$ cat src/rtl/approx_mult_pkg.sv
// Shared types and width helpers for the leading-one-normalising approximate multiplier.
package approx_mult_pkg;

  typedef enum logic [2:0] {IDLE, NORM, MULT, DENORM, DONE} state_t;

  // Width of a normalisation count (0..W-K); never narrower than one bit.
  function automatic int sw_width(input int w, input int k);
    int n;
    n = $clog2(w - k + 1);
    return (n < 1) ? 1 : n;
  endfunction

  // Width of the exponent counter (0..2(W-K)); never narrower than one bit.
  function automatic int ew_width(input int w, input int k);
    int n;
    n = $clog2(2 * (w - k) + 1);
    return (n < 1) ? 1 : n;
  endfunction

  // Round-half-up of a k-bit truncated value, saturating at 2^k-1.
  function automatic logic [31:0] round_sat(input logic [31:0] t, input logic rb, input int k);
    logic [32:0] max_v;
    max_v = (33'd1 << k) - 33'd1;
    if (rb && ({1'b0, t} != max_v))
      return t + 32'd1;
    return t;
  endfunction

endpackage

$ cat src/rtl/approx_mult_seq_if.sv
// Operand/result handshake bundle between producer, multiplier and accumulator.
interface approx_mult_seq_if
  import approx_mult_pkg::*;
#(
  parameter int WIDTH = 16,
  parameter int K     = 8
);
  localparam int SW = sw_width(WIDTH, K);

  logic                 in_valid;
  logic                 in_ready;
  logic [WIDTH-1:0]     in1;
  logic [WIDTH-1:0]     in2;
  logic                 out_valid;
  logic                 out_ready;
  logic [2*WIDTH-1:0]   result;
  logic [SW-1:0]        shift_a;
  logic [SW-1:0]        shift_b;

  modport slave (
    input  in_valid, in1, in2, out_ready,
    output in_ready, out_valid, result, shift_a, shift_b
  );

  modport master (
    output in_valid, in1, in2, out_ready,
    input  in_ready, out_valid, result, shift_a, shift_b
  );
endinterface

$ cat src/rtl/approx_mult_seq_norm_shifter.sv
// One-bit-per-cycle left normaliser: shifts until the MSB is set or the shift cap is reached.
module norm_shifter #(
  parameter int WIDTH = 16,
  parameter int MAXSH = 8,
  parameter int CW    = (MAXSH > 0) ? $clog2(MAXSH + 1) : 1
) (
  input  logic             clk,
  input  logic             rst,
  input  logic             load,
  input  logic             en,
  input  logic [WIDTH-1:0] din,
  output logic [WIDTH-1:0] dout,
  output logic [CW-1:0]    count,
  output logic             done
);

  assign done = dout[WIDTH-1] || (count == CW'(MAXSH));

  always_ff @(posedge clk) begin
    if (rst) begin
      dout  <= '0;
      count <= '0;
    end else if (load) begin
      dout  <= din;
      count <= '0;
    end else if (en && !done) begin
      dout  <= dout << 1;
      count <= count + CW'(1);
    end
  end

endmodule

$ cat src/rtl/approx_mult_seq.sv
// Sequential approximate multiplier: normalise both operands, multiply the top K bits,
// then shift the product back to full scale one bit per cycle.
module approx_mult_seq
  import approx_mult_pkg::*;
#(
  parameter int WIDTH = 16,
  parameter int K     = 8,
  parameter int ROUND = 0
) (
  input  logic             clk,
  input  logic             rst,
  approx_mult_seq_if.slave bus
);

  localparam int MAXSH = WIDTH - K;
  localparam int SW    = sw_width(WIDTH, K);
  localparam int EW    = ew_width(WIDTH, K);
  localparam int RW    = 2 * WIDTH;

  state_t            state;
  logic              in_ready_r;
  logic              out_valid_r;
  logic [RW-1:0]     result_r;
  logic [SW-1:0]     shift_a_r;
  logic [SW-1:0]     shift_b_r;
  logic [EW-1:0]     exp_cnt;
  logic [EW-1:0]     exp_init;

  logic [WIDTH-1:0]  a_n;
  logic [WIDTH-1:0]  b_n;
  logic [SW-1:0]     cnt_a;
  logic [SW-1:0]     cnt_b;
  logic              done_a;
  logic              done_b;
  logic              load;
  logic              norm_en;
  logic              a_rb;
  logic              b_rb;
  logic [K-1:0]      a_t;
  logic [K-1:0]      b_t;
  logic [2*K-1:0]    prod;

  assign load    = (state == IDLE) && bus.in_valid;
  assign norm_en = (state == NORM);

  norm_shifter #(.WIDTH(WIDTH), .MAXSH(MAXSH), .CW(SW)) u_norm_a (
    .clk(clk), .rst(rst), .load(load), .en(norm_en),
    .din(bus.in1), .dout(a_n), .count(cnt_a), .done(done_a)
  );

  norm_shifter #(.WIDTH(WIDTH), .MAXSH(MAXSH), .CW(SW)) u_norm_b (
    .clk(clk), .rst(rst), .load(load), .en(norm_en),
    .din(bus.in2), .dout(b_n), .count(cnt_b), .done(done_b)
  );

  // The round bit is the first discarded bit; with K==W nothing is discarded.
  if (ROUND != 0 && K < WIDTH) begin : g_round
    assign a_rb = a_n[WIDTH-K-1];
    assign b_rb = b_n[WIDTH-K-1];
  end else begin : g_trunc
    assign a_rb = 1'b0;
    assign b_rb = 1'b0;
  end

  assign a_t      = K'(round_sat(32'(a_n[WIDTH-1 -: K]), a_rb, K));
  assign b_t      = K'(round_sat(32'(b_n[WIDTH-1 -: K]), b_rb, K));
  assign prod     = (2*K)'(a_t) * (2*K)'(b_t);
  assign exp_init = EW'(2 * MAXSH - int'(cnt_a) - int'(cnt_b));

  always_ff @(posedge clk) begin
    if (rst) begin
      state       <= IDLE;
      in_ready_r  <= 1'b1;
      out_valid_r <= 1'b0;
      result_r    <= '0;
      shift_a_r   <= '0;
      shift_b_r   <= '0;
      exp_cnt     <= '0;
    end else begin
      case (state)
        IDLE: if (bus.in_valid) begin
          state      <= NORM;
          in_ready_r <= 1'b0;
        end
        NORM: if (done_a && done_b) state <= MULT;
        MULT: begin
          result_r  <= RW'(prod);
          exp_cnt   <= exp_init;
          shift_a_r <= cnt_a;
          shift_b_r <= cnt_b;
          if (exp_init == '0) begin
            state       <= DONE;
            out_valid_r <= 1'b1;
          end else begin
            state <= DENORM;
          end
        end
        DENORM: begin
          result_r <= result_r << 1;
          exp_cnt  <= exp_cnt - EW'(1);
          if (exp_cnt == EW'(1)) begin
            state       <= DONE;
            out_valid_r <= 1'b1;
          end
        end
        DONE: if (bus.out_ready) begin
          state       <= IDLE;
          out_valid_r <= 1'b0;
          in_ready_r  <= 1'b1;
        end
        default: state <= IDLE;
      endcase
    end
  end

  assign bus.in_ready  = in_ready_r;
  assign bus.out_valid = out_valid_r;
  assign bus.result    = result_r;
  assign bus.shift_a   = shift_a_r;
  assign bus.shift_b   = shift_b_r;

endmodule

$ cat src/flat_wrapper.sv
// flat-port wrapper written by rule: the top's interface ports become plain ports
module approx_mult_seq_flat import approx_mult_pkg::*;
#(
  parameter int WIDTH = 16,
  parameter int K     = 8,
  parameter int ROUND = 0
)
  (clk, rst, bus_in_valid, bus_in1, bus_in2, bus_out_ready, bus_in_ready, bus_out_valid, bus_result, bus_shift_a, bus_shift_b);
  approx_mult_seq_if #(.WIDTH(WIDTH), .K(K)) bus_i ();
  input  logic clk;
  input  logic rst;
  input wire logic [$bits(bus_i.in_valid)-1:0] bus_in_valid;
  input wire logic [$bits(bus_i.in1)-1:0] bus_in1;
  input wire logic [$bits(bus_i.in2)-1:0] bus_in2;
  input wire logic [$bits(bus_i.out_ready)-1:0] bus_out_ready;
  output wire logic [$bits(bus_i.in_ready)-1:0] bus_in_ready;
  output wire logic [$bits(bus_i.out_valid)-1:0] bus_out_valid;
  output wire logic [$bits(bus_i.result)-1:0] bus_result;
  output wire logic [$bits(bus_i.shift_a)-1:0] bus_shift_a;
  output wire logic [$bits(bus_i.shift_b)-1:0] bus_shift_b;
  assign bus_i.in_valid = bus_in_valid;
  assign bus_i.in1 = bus_in1;
  assign bus_i.in2 = bus_in2;
  assign bus_i.out_ready = bus_out_ready;
  assign bus_in_ready = bus_i.in_ready;
  assign bus_out_valid = bus_i.out_valid;
  assign bus_result = bus_i.result;
  assign bus_shift_a = bus_i.shift_a;
  assign bus_shift_b = bus_i.shift_b;
  approx_mult_seq #(.WIDTH(WIDTH), .K(K), .ROUND(ROUND)) u_core (.clk(clk), .rst(rst), .bus(bus_i));
endmodule
$ cat config.mk
export PLATFORM = sky130hd
export DESIGN_NAME = approx_mult_seq_flat
export DESIGN_NICKNAME = d
export VERILOG_FILES = /design/src/rtl/approx_mult_pkg.sv /design/src/rtl/approx_mult_seq_if.sv /design/src/rtl/approx_mult_seq_norm_shifter.sv /design/src/rtl/approx_mult_seq.sv /design/src/flat_wrapper.sv
export SDC_FILE = /design/constraint.sdc
export NUM_CORES = 1
export LEC_CHECK = 0
export BUFFER_PORTS_ARGS = -buffer_cell sky130_fd_sc_hd__buf_4
export CORE_ASPECT_RATIO = 0.9
export CORE_MARGIN = 2
export CORE_UTILIZATION = 40
export CTS_BUF_LIST = sky130_fd_sc_hd__clkbuf_4
export CTS_CLUSTER_DIAMETER = 200
export DETAILED_ROUTE_END_ITERATION = 6
export SLEW_MARGIN = 20
export SYNTH_ARGS = -nofsm -noshare
export SYNTH_HDL_FRONTEND = slang
export SYNTH_SLANG_ARGS = --single-unit
export TNS_END_PERCENT = 100
$ cat constraint.sdc
create_clock -name clk -period 6.1 [get_ports clk]
set_input_delay 0.61 -clock clk [delete_from_list [all_inputs] [get_ports clk]]
set_output_delay 0.61 -clock clk [all_outputs]
set_load 0.1 [all_outputs]
==> impl_metrics.csv <==
group,metric,value,unit
clock_network,clock_latency,0.47,ns
critical_path,slowest_delay,0.56,ns
route,ant_nets,0,
timing,post-route-min-period,4.528,ns
critical_path,critPathCaptureType,"flop",
clock_network,clock_path_buffers,2,
layout,syn_to_final_growth,12.46,%
synthesis,yosys.area_share.simple,22.25,%
floorplan,num_io_pins,78,
global_route,gr-total-overflow,0,
layout,nets,915,
timing,drv_slew,0,
route,firstDrtPassIters,7,
route,drt-initial-drc-count,304,
floorplan,initial_core_util,40.74,%
clock_network,clock-sinks,90,
layout,layout.cells.non_filler,999,
placed_design,place_congestion,0.8284,
layout,drive_gt1_share,14.68,%
floorplan,dieHeight,122.6,um
synthesis,yosysUniqueCellTypes,64,
route,wl,15060,um
critical_path,cp_cell_sequence,"nand2_1, fa_1, fa_1, inv_1, fa_1, inv_1, fa_1, inv_1, ha_1, o211ai_1, a21oi_1, o31a_1, or4_1, o211ai_1",
outcome,status,"finished clean",
clock_network,cts_tree,"yes",
clock_network,ctsHoldBuffers,0,
synthesis,synthArstFlopShare,0,%
power,p_leak,3.014,nW
timing,fin_crit_sh,74.23,%
placed_design,pre_cts_ws,1.632,ns
synthesis,synth_edf_count,0,
global_route,grt_max_degree,87,
synthesis,synth_largest_area_cell,"dfxtp_1",
floorplan,die_x,135.7,um
synthesis,yosys_register_bits,90,
clock_network,clk_pin_slew,0.14,ns
timing,fin_ws,1.572,ns
route,dr_total_vias,5305,
timing,hold_viol,0,
placed_design,portBuffers,77,
placed_design,dp_hpwl,10990,um
floorplan,num_rows,43,
timing,whs,0.3918,ns
layout,final_area,7025,sq um
placed_design,placed_cell_area,6897,sq um
synthesis,synth_ff_type,"dfxtp_1",
critical_path,arrival,4.90,ns
critical_path,cp-start-kind,"flop",
synthesis,synthAdderAreaFrac,21.67,%
critical_path,crit_top_cell,"fa_1",
power,total_power,2.121,mW
critical_path,crit_fanout,10,
synthesis,synthCells,747,
clock_network,numCtsBuffers,9,
critical_path,crit_type,"reg -> reg",
critical_path,cp_data_required_time,6.47,ns
clock_network,cts.repair.resized,0,
power,vdd_drop_max,179.3,uV
synthesis,synth_compound_gate_area_share,17.06,%
clock_network,h-tree-depth,3,
min_path,worstHoldPathType,"in -> reg",
synthesis,synth.mux.area_fraction,1.122,%
layout,layout_common_cells,"96 x nand2_1, 90 x dfxtp_1, 81 x buf_4",
synthesis,ys_seq_area_share,28.84,%
global_route,grt_pass1_vias,5028,
synthesis,yosysWarnings,0,
timing,setup_tns,0,ns
synthesis,synth-xor-area-share,1.542,%
timing,skew,0.02461,ns
route,viasPerCell,5.310,
synthesis,synth_area_leaders,"dfxtp_1 29%, fa_1 12%, ha_1 9.8%, a21oi_1 5.8%, nand2_1 5.8%",
critical_path,slowest_stage,"dfxtp_1",
placed_design,placedCellCount,984,
timing,worst_pin_slew,0.9338,ns
synthesis,synth_nets,869,
route,routedWlPerCell,15.07,um
timing,setup-violations-final,0,
power,power_density,301.9,nW/um^2
global_route,antenna_found_initial,0,
timing,fmax,220.9,MHz
synthesis,postSynthAreaPerCell,8.363,sq um
synthesis,synth_top_family_by_area,"simple AND/OR/NAND/NOR gates",
route,drc,0,
floorplan,fp.coreArea,15330,sq um
timing,maxSlewHeadroom,37.75,%
clock_network,post_cts_buffers,0,
synthesis,synth_area,6247,sq um
global_route,grt_use_total,18.59,%
global_route,grt_pass1_wl,24760,um
flow_run,max_cap_viol_count,0,
floorplan,dieArea,16640,sq um
clock_network,root_buffer,"clkbuf_4",
layout,antenna_cells,0,
timing,rsz0062_at_grt,"no",
layout,fin_util,45.82,%
layout,layout.cells.most_common,"nand2_1",
synthesis,yosysTopAreaCellShare,28.84,%
Yosys cell counts (3+ instances only):
| master | number |
|---|---|
| a21o_1 | 3 |
| buf_1 | 3 |
| buf_4 | 3 |
| and3_1 | 3 |
| a21oi_1 | 73 |
| o31a_1 | 3 |
| nor4_2 | 4 |
| nand2_1 | 96 |
| mux2i_1 | 7 |
| fa_1 | 37 |
| nor2_1 | 48 |
| o22ai_1 | 3 |
| inv_1 | 68 |
| xor2_1 | 3 |
| nor3_1 | 13 |
| nand3_1 | 24 |
| a22oi_1 | 21 |
| a211oi_1 | 13 |
| nand4_1 | 3 |
| dfxtp_1 | 90 |
| o21ai_0 | 20 |
| ha_1 | 49 |
| and2_1 | 51 |
| clkbuf_1 | 26 |
| nand2b_1 | 7 |
| xnor2_1 | 8 |
| o21bai_1 | 3 |
| o211ai_1 | 5 |
| buf_2 | 12 |
registers in the layout, summed over array words and instances (netlist names):
name                   flops
u_core.u_norm_a.count      4
u_core.bus.in_ready        1
u_core.u_norm_b.dout      16
u_core.bus.result         32
u_core.state               3
u_core.exp_cnt             5
u_core.u_norm_a.dout      16
u_core.u_norm_b.count      4
u_core.bus.shift_a         4
u_core.bus.shift_b         4
u_core.bus.out_valid       1
worst max-delay path: cells and delay by family, from the launching register on:
family,cells,cell delay [ns]
compound gates,4,0.62
buf+inv,3,0.15
simple gates,2,0.61
fa+ha+maj,5,2.47
flops,1,0.56
metal layers:
| metal | part of all wire [%] | vias up | GRT usage (%) |
|---|---|---|---|
| met2 | 49 | 86 | 30.21 |
| met4 | 1.1 | 0 | 4.753 |
| met5 | 0 | - | 0 |
| met3 | 3.3 | 11 | 3.304 |
| met1 | 47 | 2587 | 25.68 |
| li1 | - | 2621 | - |
cells by family (layout without fill, tap and decap cells):
| kind of cell | count (synthesis) | after routing |
|---|---|---|
| buffers and inverters | 114 | 164 |
| AND/OR/NAND/NOR | 272 | 272 |
| multiplexers | 7 | 7 |
| adder cells (fa/ha/maj) | 86 | 86 |
| flip-flops | 90 | 90 |
| XOR/XNOR | 11 | 11 |
| AO/OA/AOI/OAI | 167 | 167 |
where the power goes:
part	switching [mW]	leakage, nW	internal, mW
clock	0.205	0.0764	0.127
sequential	0.131	0.732	0.682
combinational	0.659	2.20	0.318
total	0.994	3.01	1.13
final cells by class:
class	count	area, sq um
repair buffers	81	608.1
multi-input cells	543	3979
flip-flops and latches	90	1802
clock buffers	10	75.07
clock inverters	5	53.80
fillers	1508	8308
well taps	202	252.7
inverters	68	255.2
path summary, 6_finish.rpt:
path | startpoint | to | slack, ns | cells after the start
max reg2reg | u_core.u_norm_b.dout[15]$_SDFFE_PP0P_ | u_core.bus.result[15]$_SDFFE_PP0P_ | 1.57 | 14
min reg2reg | u_core.u_norm_a.dout[6]$_SDFFE_PP0P_ | u_core.u_norm_a.dout[6]$_SDFFE_PP0P_ | 0.46 | 2
min | bus_in1[0] | u_core.u_norm_a.dout[0]$_SDFFE_PP0P_ | 0.39 | 3
max | u_core.u_norm_b.dout[15]$_SDFFE_PP0P_ | u_core.bus.result[15]$_SDFFE_PP0P_ | 1.57 | 14
Note: power is estimated with default switching activity, not from simulation.
